`config.mk`:
```
export PLATFORM = sky130hd
export DESIGN_NAME = inv_factorial
export DESIGN_NICKNAME = d
export VERILOG_FILES = /design/src/rtl/inv_factorial_pkg.sv /design/src/rtl/inv_factorial_fact_step.sv /design/src/rtl/inv_factorial.sv
export SDC_FILE = /design/constraint.sdc
export NUM_CORES = 1
export LEC_CHECK = 0
export CAP_MARGIN = 20
export CORE_ASPECT_RATIO = 1.2
export CORE_UTILIZATION = 50
export CTS_BUF_LIST = sky130_fd_sc_hd__clkbuf_8 sky130_fd_sc_hd__clkbuf_16
export CTS_CLUSTER_DIAMETER = 150
export DETAILED_ROUTE_END_ITERATION = 10
export GPL_TIMING_DRIVEN = 0
export PLACE_DENSITY_LB_ADDON = 0.3
export SLEW_MARGIN = 20
export SYNTH_ARGS = -nofsm -noshare
export SYNTH_HDL_FRONTEND = slang
export SYNTH_SLANG_ARGS = --single-unit
```
`constraint.sdc`:
```
create_clock -name clk -period 10.6 [get_ports clk]
set_clock_uncertainty 0.2 [all_clocks]
set_input_delay 1.06 -clock clk [delete_from_list [all_inputs] [get_ports clk]]
set_output_delay 1.06 -clock clk [all_outputs]
set_load 0.02 [all_outputs]
```
`src/rtl/inv_factorial_pkg.sv`:
```
// Shared widths, state encoding and helpers for the inverse-factorial block.
// Optional abort input is enabled by defining INV_FACTORIAL_ABORT_EN.
package inv_factorial_pkg;

  localparam int IN_W  = 16;
  localparam int N_W   = 4;
  localparam int ACC_W = 20;
  localparam int MAX_N = 8;

  typedef enum logic [1:0] {
    IDLE = 2'd0,
    CALC = 2'd1,
    DONE = 2'd2
  } state_t;

  // Zero-extend an operand to the accumulator width so compares are lossless.
  function automatic logic [ACC_W-1:0] widen_in(input logic [IN_W-1:0] v);
    return {{(ACC_W-IN_W){1'b0}}, v};
  endfunction

endpackage

```
`src/rtl/inv_factorial_fact_step.sv`:
```
// Combinational step: p = acc*(k+1) at full accumulator width, le = (p <= v).
module fact_step
  import inv_factorial_pkg::*;
(
  input  logic [ACC_W-1:0] acc,
  input  logic [N_W-1:0]   k,
  input  logic [IN_W-1:0]  v,
  output logic [ACC_W-1:0] p,
  output logic             le
);

  logic [ACC_W-1:0] mult;

  assign mult = ACC_W'(k) + ACC_W'(1);
  assign p    = acc * mult;
  assign le   = (p <= widen_in(v));

endmodule

```
`src/rtl/inv_factorial.sv`:
```
// Finds the largest n with n! <= in, one multiply step per cycle.
// Define INV_FACTORIAL_ABORT_EN to add the abort input.
//
// Handshake: start is sampled only in IDLE; busy is high exactly in CALC;
// done pulses for the single DONE cycle, from which out/exact are valid and
// then held until the next DONE.
module inv_factorial
  import inv_factorial_pkg::*;
(
  input  logic            clk,
  input  logic            rst,
  input  logic            start,
  input  logic [IN_W-1:0] in,
`ifdef INV_FACTORIAL_ABORT_EN
  input  logic            abort,
`endif
  output logic [N_W-1:0]  out,
  output logic            exact,
  output logic            busy,
  output logic            done,
  output logic [1:0]      dbg_state
);

  state_t           state, state_next;
  logic [IN_W-1:0]  v_q;
  logic [ACC_W-1:0] acc;
  logic [N_W-1:0]   k;

  logic [ACC_W-1:0] p;
  logic             le;

  logic load, adv, fin, zero_res;

  fact_step u_step (
    .acc (acc),
    .k   (k),
    .v   (v_q),
    .p   (p),
    .le  (le)
  );

  always_ff @(posedge clk or posedge rst) begin
    if (rst) state <= IDLE;
    else     state <= state_next;
  end

  always_comb begin
    state_next = state;
    load       = 1'b0;
    adv        = 1'b0;
    fin        = 1'b0;
    zero_res   = 1'b0;
    case (state)
      IDLE: begin
        if (start) begin
          load = 1'b1;
          if (in == '0) begin
            zero_res   = 1'b1;
            state_next = DONE;
          end else begin
            state_next = CALC;
          end
        end
      end
      CALC: begin
`ifdef INV_FACTORIAL_ABORT_EN
        if (abort) state_next = IDLE;
        else
`endif
        // The k bound is a backstop; 9! already exceeds any operand.
        if (le && (k < N_W'(MAX_N))) begin
          adv = 1'b1;
        end else begin
          fin        = 1'b1;
          state_next = DONE;
        end
      end
      DONE:    state_next = IDLE;
      default: state_next = IDLE;
    endcase
  end

  always_ff @(posedge clk or posedge rst) begin
    if (rst) begin
      v_q   <= '0;
      acc   <= ACC_W'(1);
      k     <= N_W'(1);
      out   <= '0;
      exact <= 1'b0;
    end else begin
      if (load) begin
        v_q <= in;
        acc <= ACC_W'(1);
        k   <= N_W'(1);
      end
      if (adv) begin
        acc <= p;
        k   <= k + N_W'(1);
      end
      if (fin) begin
        out   <= k;
        exact <= (acc == widen_in(v_q));
      end
      if (zero_res) begin
        out   <= '0;
        exact <= 1'b0;
      end
    end
  end

  assign busy      = (state == CALC);
  assign done      = (state == DONE);
  assign dbg_state = state;

endmodule

```
==> impl_metrics.py, run 1 <==
metrics = {
    "setup_path": {
        "cpMaxStageDelayCell": "xnor2_1",
        "cp-end-kind": "flop",
        "cp.required_ns": 10.55,
        "cp.arrival_ns": 7.99,
        "critPathKind": "reg2reg",
        "worstPathCellList": "nand3_1 -> xnor2_1 -> clkbuf_1 -> nand2_1 -> fa_1 -> fa_1 -> fa_1 -> inv_1 -> ha_1 -> o21ai_0 -> o21ai_0 -> a31oi_1 -> o21bai_1 -> a21oi_1 -> xnor2_1 -> ha_1 -> nand4_1 -> or2_0 -> or4_1 -> a31oi_1 -> o2111ai_4 -> nor2_8 -> buf_8 -> nor3b_2",
        "start_kind": "flop",
        "critPathMaxFanout": 10,
        "crit_path_max_incr_delay_ns": 0.70,
        "rrSetupSlack_ns": 2.56,
        "crit_top_cell": "fa_1",
    },
    "place": {
        "port_buffers": 27,
        "place_congestion": 0.8893,
        "place_hpwl_um": 10480,
    },
    "clock_network": {
        "clk_latency_ns": 0.29,
        "clkTransAtPathRegs_ns": 0.06,
        "cts_setup_buffers": 0,
        "cts_sinks": 47,
        "htree_levels": 2,
        "root_buffer": "clkbuf_16",
        "cts_tree": "done",
        "cts_buffers": 5,
        "cts_buffer_depth": 2,
        "cts_resized": 0,
        "cts_hold_buf": 0,
    },
    "logic_synthesis": {
        "async_flop_share": 1.000,
        "yosys_warnings": 0,
        "synth_edf_count": 0,
        "yosysTopAreaCell": "dfrtp_1",
        "synth_flop_cell": "dfrtp_1",
        "ys_seq_area_frac": 0.2262,
        "syn_area_per_cell_um2": 8.967,
        "syn_nets": 686,
        "syn-cell-area_um2": 5210,
        "syn_inst": 581,
        "synth_area_leaders": "dfrtp_1, fa_1, ha_1",
        "yosys.cell_types.count": 55,
        "ys_ff_latch": 47,
        "yosysTopAreaCellShare": 0.2161,
    },
    "timing": {
        "worst_pin_slew_ns": 0.8697,
        "grt_setup_unrepaired": "false",
        "fin_crit_sh": 0.7590,
        "max_clock_freq_mhz": 124.3,
        "hold_violations": 0,
        "holdWs_ns": 0.3565,
        "setup_viol": 0,
        "final.min_clock_period_ns": 8.045,
        "tns_ns": 0,
        "slew_headroom": 0.4160,
        "slew_viol_final": 0,
    },
    "detailed_routing": {
        "antenna_left": 0,
        "vias": 4186,
        "dr.pass1.iters": 5,
        "via_per_inst": 5.634,
        "dr.first_iter.drc_count": 220,
        "wl_per_cell_um": 16.91,
        "drc_errors": 0,
        "postRouteWirelength_um": 12570,
    },
    "power_and_ir_drop": {
        "ir_drop_mv": 0.2329,
        "power_leakage_uw": 0.002773,
        "totalPowerFinal_uw": 1410,
        "power_density_nw_per_um2": 240.8,
    },
    "grt": {
        "grt_pass1_vias": 4375,
        "grt_pass1_wl_um": 21030,
        "antenna_found_initial": 0,
        "overflow": 0,
        "grt_max_degree": 25,
        "track_usage": 0.2572,
    },
    "layout": {
        "n_antenna_cell": 0,
        "fill_cells": 863,
        "syn_to_final_growth_pct": 12.37,
        "drive_gt1_frac": 0.05673,
        "nets": 721,
    },
    "flow_run": {
        "maxCapViolations": 0,
    },
    "die": {
        "std_cell_rows": 40,
        "core_area_um2": 10060,
        "die_area_um2": 10830,
        "io_pins": 28,
        "initial_utilization": 0.5179,
        "fp.dieH_um": 113.8,
        "die_x_um": 95.19,
    },
    "outcome": {
        "outcome": "finished clean",
    },
    "worst_hold_path": {
        "hp-class": "reg2reg",
    },
}
[layer usage]
metal / track usage / part of all wire / routed length [um]
met1: 0.3110 / 0.41 / 5165
met2: 0.4390 / 0.50 / 6281
met3: 0.02467 / 0.034 / 429
met4: 0.1515 / 0.055 / 690
met5: 0 / 0 / 0
[state kept, by name, summed over array words and instances (netlist names)]
signal / flops
out: 4
dbg_state: 2
k: 4
exact: 1
v_q: 16
acc: 20
[synth_stat cells (3+ instances only)]
| cell | number |
|---|---|
| nand4_1 | 8 |
| o21ai_0 | 32 |
| a21oi_1 | 24 |
| ha_1 | 39 |
| nor4_1 | 6 |
| xor2_1 | 12 |
| inv_1 | 73 |
| o21ai_1 | 7 |
| nand3_1 | 21 |
| clkbuf_1 | 13 |
| nand2b_1 | 16 |
| a21o_1 | 6 |
| dfrtp_1 | 45 |
| nor2_1 | 11 |
| o21bai_1 | 5 |
| a211oi_1 | 6 |
| nor3_1 | 3 |
| xnor2_1 | 24 |
| o21ai_2 | 10 |
| nor3b_2 | 4 |
| nand2_1 | 59 |
| fa_1 | 47 |
| a31oi_1 | 4 |
| nor2b_1 | 10 |
| and2_1 | 59 |
[placed cells by master, fill, tap and decap left out, types with 3 or more instances in the layout]
cell and instances:
clkbuf_1 13, inv_1 73, nor2_1 11, o21ai_0 32
nand3_1 21, a21oi_1 24, clkbuf_16 5, o21ai_1 7
a31oi_1 4, nor3b_2 4, dfrtp_1 45, xnor2_1 24
o21ai_2 10, and2_1 59, xor2_1 12, nand2b_1 16
a211oi_1 6, fa_1 47, nand4_1 8, ha_1 39
clkdlybuf4s50_1 27, nor4_1 6, o21bai_1 5, nor3_1 3
nand2_1 59, a21o_1 6, nor2b_1 10
[cell type report]
class | count | area [um^2] | share of cell area
Multi-Input combinational cell | 442 | 3656 | 0.6245
Sequential cell | 47 | 1179 | 0.2013
Timing Repair Buffer | 28 | 297.8 | 0.05087
Inverter | 73 | 274.0 | 0.04680
Tap cell | 126 | 157.7 | 0.02693
Clock buffer | 5 | 125.1 | 0.02137
Buffer | 19 | 101.3 | 0.01731
Clock inverter | 3 | 63.81 | 0.01090
[where the power goes]
| group | internal [uW] | switching [uW] | leakage [uW] |
|---|---|---|---|
| clock network | 134 | 66.2 | 0.0000952 |
| logic | 343 | 551 | 0.00207 |
| registers | 244 | 71.5 | 0.000608 |
[logic make-up after synthesis]
family,count (synthesis),synth area share
AOI/OAI and AO/OA,110,0.1359
xor gates and xnor gates,38,0.06796
adders and majority gates,86,0.2743
buffers and inverters,92,0.07205
DFF,47,0.2262
muxes,3,0.006004
and+or+nand+nor,205,0.2176
[per-stage QoR]
step | worst slack (ns) | instances | utilization | instance area (um^2)
floorplan | 4.107 | 581 | - | 5210
global placement | 2.766 | 734 | 0.5604 | 5638
detailed placement | 2.673 | 735 | 0.5632 | 5665
CTS | 2.600 | 743 | 0.5820 | 5854
global route | 2.082 | 743 | 0.5820 | 5854
finish | 2.555 | 743 | 0.5820 | 5854
[worst max-delay path: cells and delay by family (launching register included)]
family	cells	cell delay, ns
fa+ha+maj	5	2.28
compound gates	7	1.79
simple gates	7	1.46
xor+xnor	2	0.86
flops	1	0.67
buf+inv	3	0.63
[final timing paths]
| check | start | to | cells after the start |
|---|---|---|---|
| max in group asynchronous | rst | k[0] | 3 |
| max | k[0] | acc[19] | 24 |
| min reg2reg | exact | exact | 2 |
| min | exact | exact | 2 |
| min in group asynchronous | rst | v_q[2] | 2 |
| max reg2reg | k[0] | acc[19] | 24 |
No activity file was read; power rests on OpenSTA's default activity.
==> inputs of run 2 (changes only) <==
==> constraint.sdc (replaced) <==
create_clock -name clk -period 7.9 [get_ports clk]
set_clock_uncertainty 0.2 [all_clocks]
set_input_delay 0.79 -clock clk [delete_from_list [all_inputs] [get_ports clk]]
set_output_delay 0.79 -clock clk [all_outputs]
set_load 0.02 [all_outputs]
==> impl_metrics.py, run 2 (synthesized netlist as in run 1, its figures left out) <==
metrics = {
    "outcome": {
        "outcome": "finished clean",
    },
    "layout": {
        "layout_common_cells": "inv_1, and2_1, nand2_1",
        "mostFrequentLayoutCell": "inv_1",
        "regMostFlops": "acc",
        "syn_to_final_growth_pct": 13.30,
        "largest_reg_flops": 20,
        "fin_util": 0.5868,
        "nets": 721,
        "multi_input_area_um2": 3701,
        "final_cell_count_no_fill": 743,
        "ff_latch_area_um2": 1179,
        "reg_top3": "acc: 20 flops, v_q: 16 flops",
        "drive_gt1_frac": 0.06483,
        "n_antenna_cell": 0,
        "fill_cells": 853,
    },
    "clock_network": {
        "cts_buffers": 5,
        "htree_levels": 2,
        "clk_latency_ns": 0.30,
        "clkTransAtPathRegs_ns": 0.06,
        "cts_sinks": 47,
        "cts_hold_buf": 0,
        "cts_buffer_depth": 2,
        "cts_tree": "done",
        "root_buffer": "clkbuf_16",
    },
    "power_and_ir_drop": {
        "power_leakage_uw": 0.002796,
        "power_frac_seq": 0.222,
        "totalPowerFinal_uw": 1919,
        "switching_share": 0.4892,
        "p_int_uw": 980.2,
        "power.switching_uw": 938.7,
        "combPwrFrac": 0.637,
        "clkPwrFrac": 0.141,
        "ir_drop_mv": 0.3154,
        "power_density_nw_per_um2": 325.1,
    },
    "die": {
        "io_pins": 28,
        "die_x_um": 95.19,
        "fp.dieH_um": 113.8,
        "die_area_um2": 10830,
        "initial_utilization": 0.5179,
        "std_cell_rows": 40,
        "core_area_um2": 10060,
    },
    "timing": {
        "worst_pin_slew_ns": 0.5581,
        "slew_headroom": 0.6279,
        "tns_ns": 0,
        "setup_viol": 0,
        "fin_crit_sh": 0.9536,
        "final.min_clock_period_ns": 7.534,
        "slew_viol_final": 0,
        "layout_setup_ws_ns": 0.3664,
        "grt_setup_unrepaired": "false",
        "max_clock_freq_mhz": 132.7,
        "hold_violations": 0,
    },
    "grt": {
        "grt_pass1_wl_um": 21030,
        "track_usage": 0.2573,
        "grt_pass1_vias": 4375,
        "antenna_found_initial": 0,
        "overflow": 0,
        "grt_max_degree": 25,
    },
    "setup_path": {
        "critPathKind": "reg2reg",
        "cp.required_ns": 7.85,
        "cp.arrival_ns": 7.48,
        "crit_start": "k[0]",
        "cp-end-kind": "flop",
        "r2r_end": "acc[19]",
        "rrSetupSlack_ns": 0.37,
        "r2r_start": "k[0]",
        "r2r_cells": 24,
        "start_kind": "flop",
        "critPathMaxFanout": 10,
    },
    "place": {
        "dp.cells": 735,
        "port_buffers": 27,
        "dp_slack_ns": -0.02702,
        "place_congestion": 0.8893,
        "place_hpwl_um": 10480,
    },
    "worst_hold_path": {
        "min_to": "exact",
        "hp-class": "reg2reg",
        "hold_start": "exact",
        "holdPathStages": 2,
    },
    "detailed_routing": {
        "postRouteWirelength_um": 12590,
        "dr.pass1.iters": 5,
        "dr.first_iter.drc_count": 285,
        "vias": 4182,
        "wl_per_cell_um": 16.94,
        "drc_errors": 0,
        "antenna_left": 0,
        "via_per_inst": 5.629,
    },
    "flow_run": {
        "maxCapViolations": 0,
    },
}
## run 2: cell counts in the layout (fill, tap and decap cells not counted)
Identical to the previous run, type by type.
## run 2: stage by stage
| stage | area (um^2) | hold WS, ns |
|---|---|---|
| 3_5_place_dp | 5665 | 0.3374 |
| 4_1_cts | 5862 | 0.3604 |
| 6_report | 5903 | 0.3566 |
| 2_1_floorplan | 5210 | 0.2947 |
| 5_1_grt | 5903 | 0.3851 |
| 3_3_place_gp | 5638 | 0.3216 |
## run 2: per-layer routing
layer,GRT usage,part of all wire,vias up
met3,0.02467,0.030,36
li1,-,-,1995
met1,0.3111,0.41,2039
met2,0.4390,0.50,112
met4,0.1515,0.053,0
met5,0,0,-
## run 2: power by group through the flow
stage                     sequential, uW  combinational (uW)  clock (uW)
final                                427                1220         270
after detailed placement             424                1180           0
after global placement               420                1140           0
after global routing                 436                1350         277
after floorplan                      406                 847           0
after CTS                            421                1190         268
## run 2: layout make-up
cell class	instances	share of cell area
multi-input cells	442	0.6270
flip-flops and latches	47	0.1997
repair buffers	28	0.05045
inverters	73	0.04642
well taps	126	0.02671
clock buffers	5	0.02120
plain buffers	19	0.01780
clock inverters	3	0.01081
## run 2: worst max-delay path: stages, from the launching register on
cell	delay (ns)
dfstp_2	0.67
ha_1	0.34
and3_1	0.36
clkbuf_2	0.27
nand2_1	0.10
fa_1	0.51
fa_1	0.52
fa_1	0.54
inv_1	0.04
ha_1	0.34
o21ai_0	0.26
o21ai_0	0.16
a31oi_1	0.29
o21bai_1	0.10
a21oi_1	0.18
xnor2_1	0.16
ha_1	0.38
nand4_1	0.09
or2_0	0.26
or4_1	0.60
a31oi_4	0.29
o2111ai_4	0.25
nor2_8	0.21
buf_8	0.18
nor3b_2	0.07
## run 2: timing repair
action | 4_1_cts | 5_1_grt
pin swaps | 0 | 0
endpoints found under the setup margin | 26 | 31
resized for setup | 1 | 10
buffers inserted | 0 | 0
## run 2: worst max path at each step
stage / cells after the start / slack [ns] / end
4_1_cts: 24 / 0.12 / acc[19]
6_report: 24 / 0.37 / acc[19]
2_1_floorplan: 24 / 1.41 / acc[10]
3_3_place_gp: 24 / 0.07 / acc[2]
3_5_place_dp: 24 / -0.03 / acc[3]
5_1_grt: 24 / 0.004 / acc[19]
==> inputs of run 3 (changes only) <==
--- a/config.mk
+++ b/config.mk
@@ -12,7 +12,7 @@
 export CTS_CLUSTER_DIAMETER = 150
 export DETAILED_ROUTE_END_ITERATION = 10
 export GPL_TIMING_DRIVEN = 0
-export PLACE_DENSITY_LB_ADDON = 0.3
+export PLACE_DENSITY_LB_ADDON = 0.2
 export SLEW_MARGIN = 20
 export SYNTH_ARGS = -nofsm -noshare
 export SYNTH_HDL_FRONTEND = slang
==> impl_metrics.py, run 3 (synthesized netlist as in run 1, its figures left out) <==
metrics = {
    "layout": {
        "design_area_um2": 5861,
        "regMostFlops": "acc",
        "reg_top3": "acc: 20 flops, v_q: 16 flops",
        "largest_reg_flops": 20,
        "nets": 721,
        "n_antenna_cell": 0,
        "mostFrequentLayoutCell": "inv_1",
        "syn_to_final_growth_pct": 12.49,
        "layout_common_cells": "inv_1, and2_1, nand2_1",
        "drive_gt1_frac": 0.06645,
        "final_cell_count_no_fill": 743,
    },
    "timing": {
        "worst_pin_slew_ns": 0.5335,
        "max_clock_freq_mhz": 133.5,
        "hold_violations": 0,
        "setup_viol": 0,
        "slew_headroom": 0.6444,
        "final.min_clock_period_ns": 7.489,
        "holdWs_ns": 0.3498,
        "fin_crit_sh": 0.9480,
        "slew_viol_final": 0,
    },
    "setup_path": {
        "cp.required_ns": 7.88,
        "crit_path_max_incr_delay_ns": 0.63,
        "cp_top_family": "adder cells",
        "crit_buf_inv": 3,
        "critPathKind": "reg2reg",
        "cp.arrival_ns": 7.47,
        "cp-end-kind": "flop",
        "worstPathCellList": "ha_1 -> xor2_2 -> clkbuf_2 -> nand2_1 -> fa_1 -> fa_1 -> fa_1 -> inv_1 -> ha_1 -> o21ai_0 -> o21ai_0 -> a31oi_1 -> o21bai_1 -> a21oi_1 -> xnor2_1 -> ha_1 -> nand4_1 -> or2_0 -> or4_1 -> a31oi_2 -> o2111ai_4 -> nor2_8 -> buf_6 -> o21ai_2",
        "cpMaxStageDelayCell": "dfstp_2",
        "start_kind": "flop",
        "critPathMaxFanout": 10,
    },
    "place": {
        "place_hpwl_um": 10300,
        "place_congestion": 0.9029,
        "port_buffers": 27,
        "placed_cell_area_um2": 5658,
        "dp.cells": 735,
    },
    "power_and_ir_drop": {
        "ir_drop_mv": 0.3885,
        "power_leakage_uw": 0.002781,
        "power_density_nw_per_um2": 319.5,
    },
    "clock_network": {
        "cts_resized": 1,
        "htree_levels": 2,
        "cts_setup_buffers": 0,
        "cts_buffer_depth": 2,
        "clkTransAtPathRegs_ns": 0.06,
        "cts_tree": "done",
        "cts_hold_buf": 0,
        "clk_latency_ns": 0.29,
        "cts_buffers": 5,
        "cts_sinks": 47,
        "root_buffer": "clkbuf_16",
    },
    "detailed_routing": {
        "dr.first_iter.drc_count": 212,
        "via_per_inst": 5.494,
        "antenna_left": 0,
        "vias": 4082,
        "postRouteWirelength_um": 12210,
        "drc_errors": 0,
        "dr.pass1.iters": 4,
        "wl_per_cell_um": 16.43,
    },
    "grt": {
        "overflow": 0,
        "track_usage": 0.2590,
        "grt_pass1_wl_um": 21490,
        "grt_pass1_vias": 4455,
        "grt_max_degree": 28,
        "antenna_found_initial": 0,
    },
    "flow_run": {
        "maxCapViolations": 0,
    },
    "die": {
        "initial_utilization": 0.5179,
        "core_area_um2": 10060,
        "std_cell_rows": 40,
        "die_area_um2": 10830,
        "io_pins": 28,
        "fp.dieH_um": 113.8,
        "die_x_um": 95.19,
    },
    "worst_hold_path": {
        "hp-class": "reg2reg",
    },
    "outcome": {
        "outcome": "finished clean",
    },
}
==> run 3: per-layer routing <==
| layer | vias to the layer above | global-route usage | wire length, um |
|---|---|---|---|
| met2 | 80 | 0.4586 | 6352 |
| met4 | 0 | 0.09192 | 315 |
| met1 | 1989 | 0.3244 | 5195 |
| met5 | - | 0 | 0 |
| met3 | 19 | 0.02467 | 342 |
| li1 | 1994 | - | - |
==> run 3: per-stage QoR <==
step	setup WS (ns)	TNS (ns)	power (uW)	utilization
floorplan	1.407	0	1253	-
detailed placement	-0.02334	-0.2002	1609	0.5624
global placement	0.1361	0	1571	0.5604
CTS	0.1234	0	1862	0.5805
finish	0.4112	0	1872	0.5826
global route	-0.03070	-0.2593	2045	0.5826
==> run 3: worst paths after layout <==
kind,startpoint,endpoint,slack [ns],depth (start not counted)
setup reg to reg,k[0],acc[8],0.41,24
max in group asynchronous,rst,k[0],6.31,3
min in group asynchronous,rst,v_q[5],0.62,2
setup / recovery,k[0],acc[8],0.41,24
hold reg to reg,out[1],out[1],0.35,2
hold / removal,out[1],out[1],0.35,2
==> run 3: tightest hold or removal path, delay by kind of cell, from the launching register on <==
kind               cells  cell delay (ns)
AOI/OAI and AO/OA      2             0.13
DFF                    1             0.37
==> run 3: power breakdown <==
group	switching, uW	internal, uW	total [uW]
Combinational	739	469	1210
Clock	87.1	157	244
Sequential	92.9	327	420
Total	919	953	1870
==> run 3: layout make-up <==
| cell class | count | area (um^2) |
|---|---|---|
| sequential | 47 | 1179 |
| timing repair buffer | 28 | 290.3 |
| inverter | 73 | 274.0 |
| buffer | 19 | 105.1 |
| tap | 126 | 157.7 |
| multi-input combinational | 442 | 3681 |
| clock buffer | 6 | 138.9 |
| fill | 894 | 4199 |
| clock inverter | 2 | 35.03 |
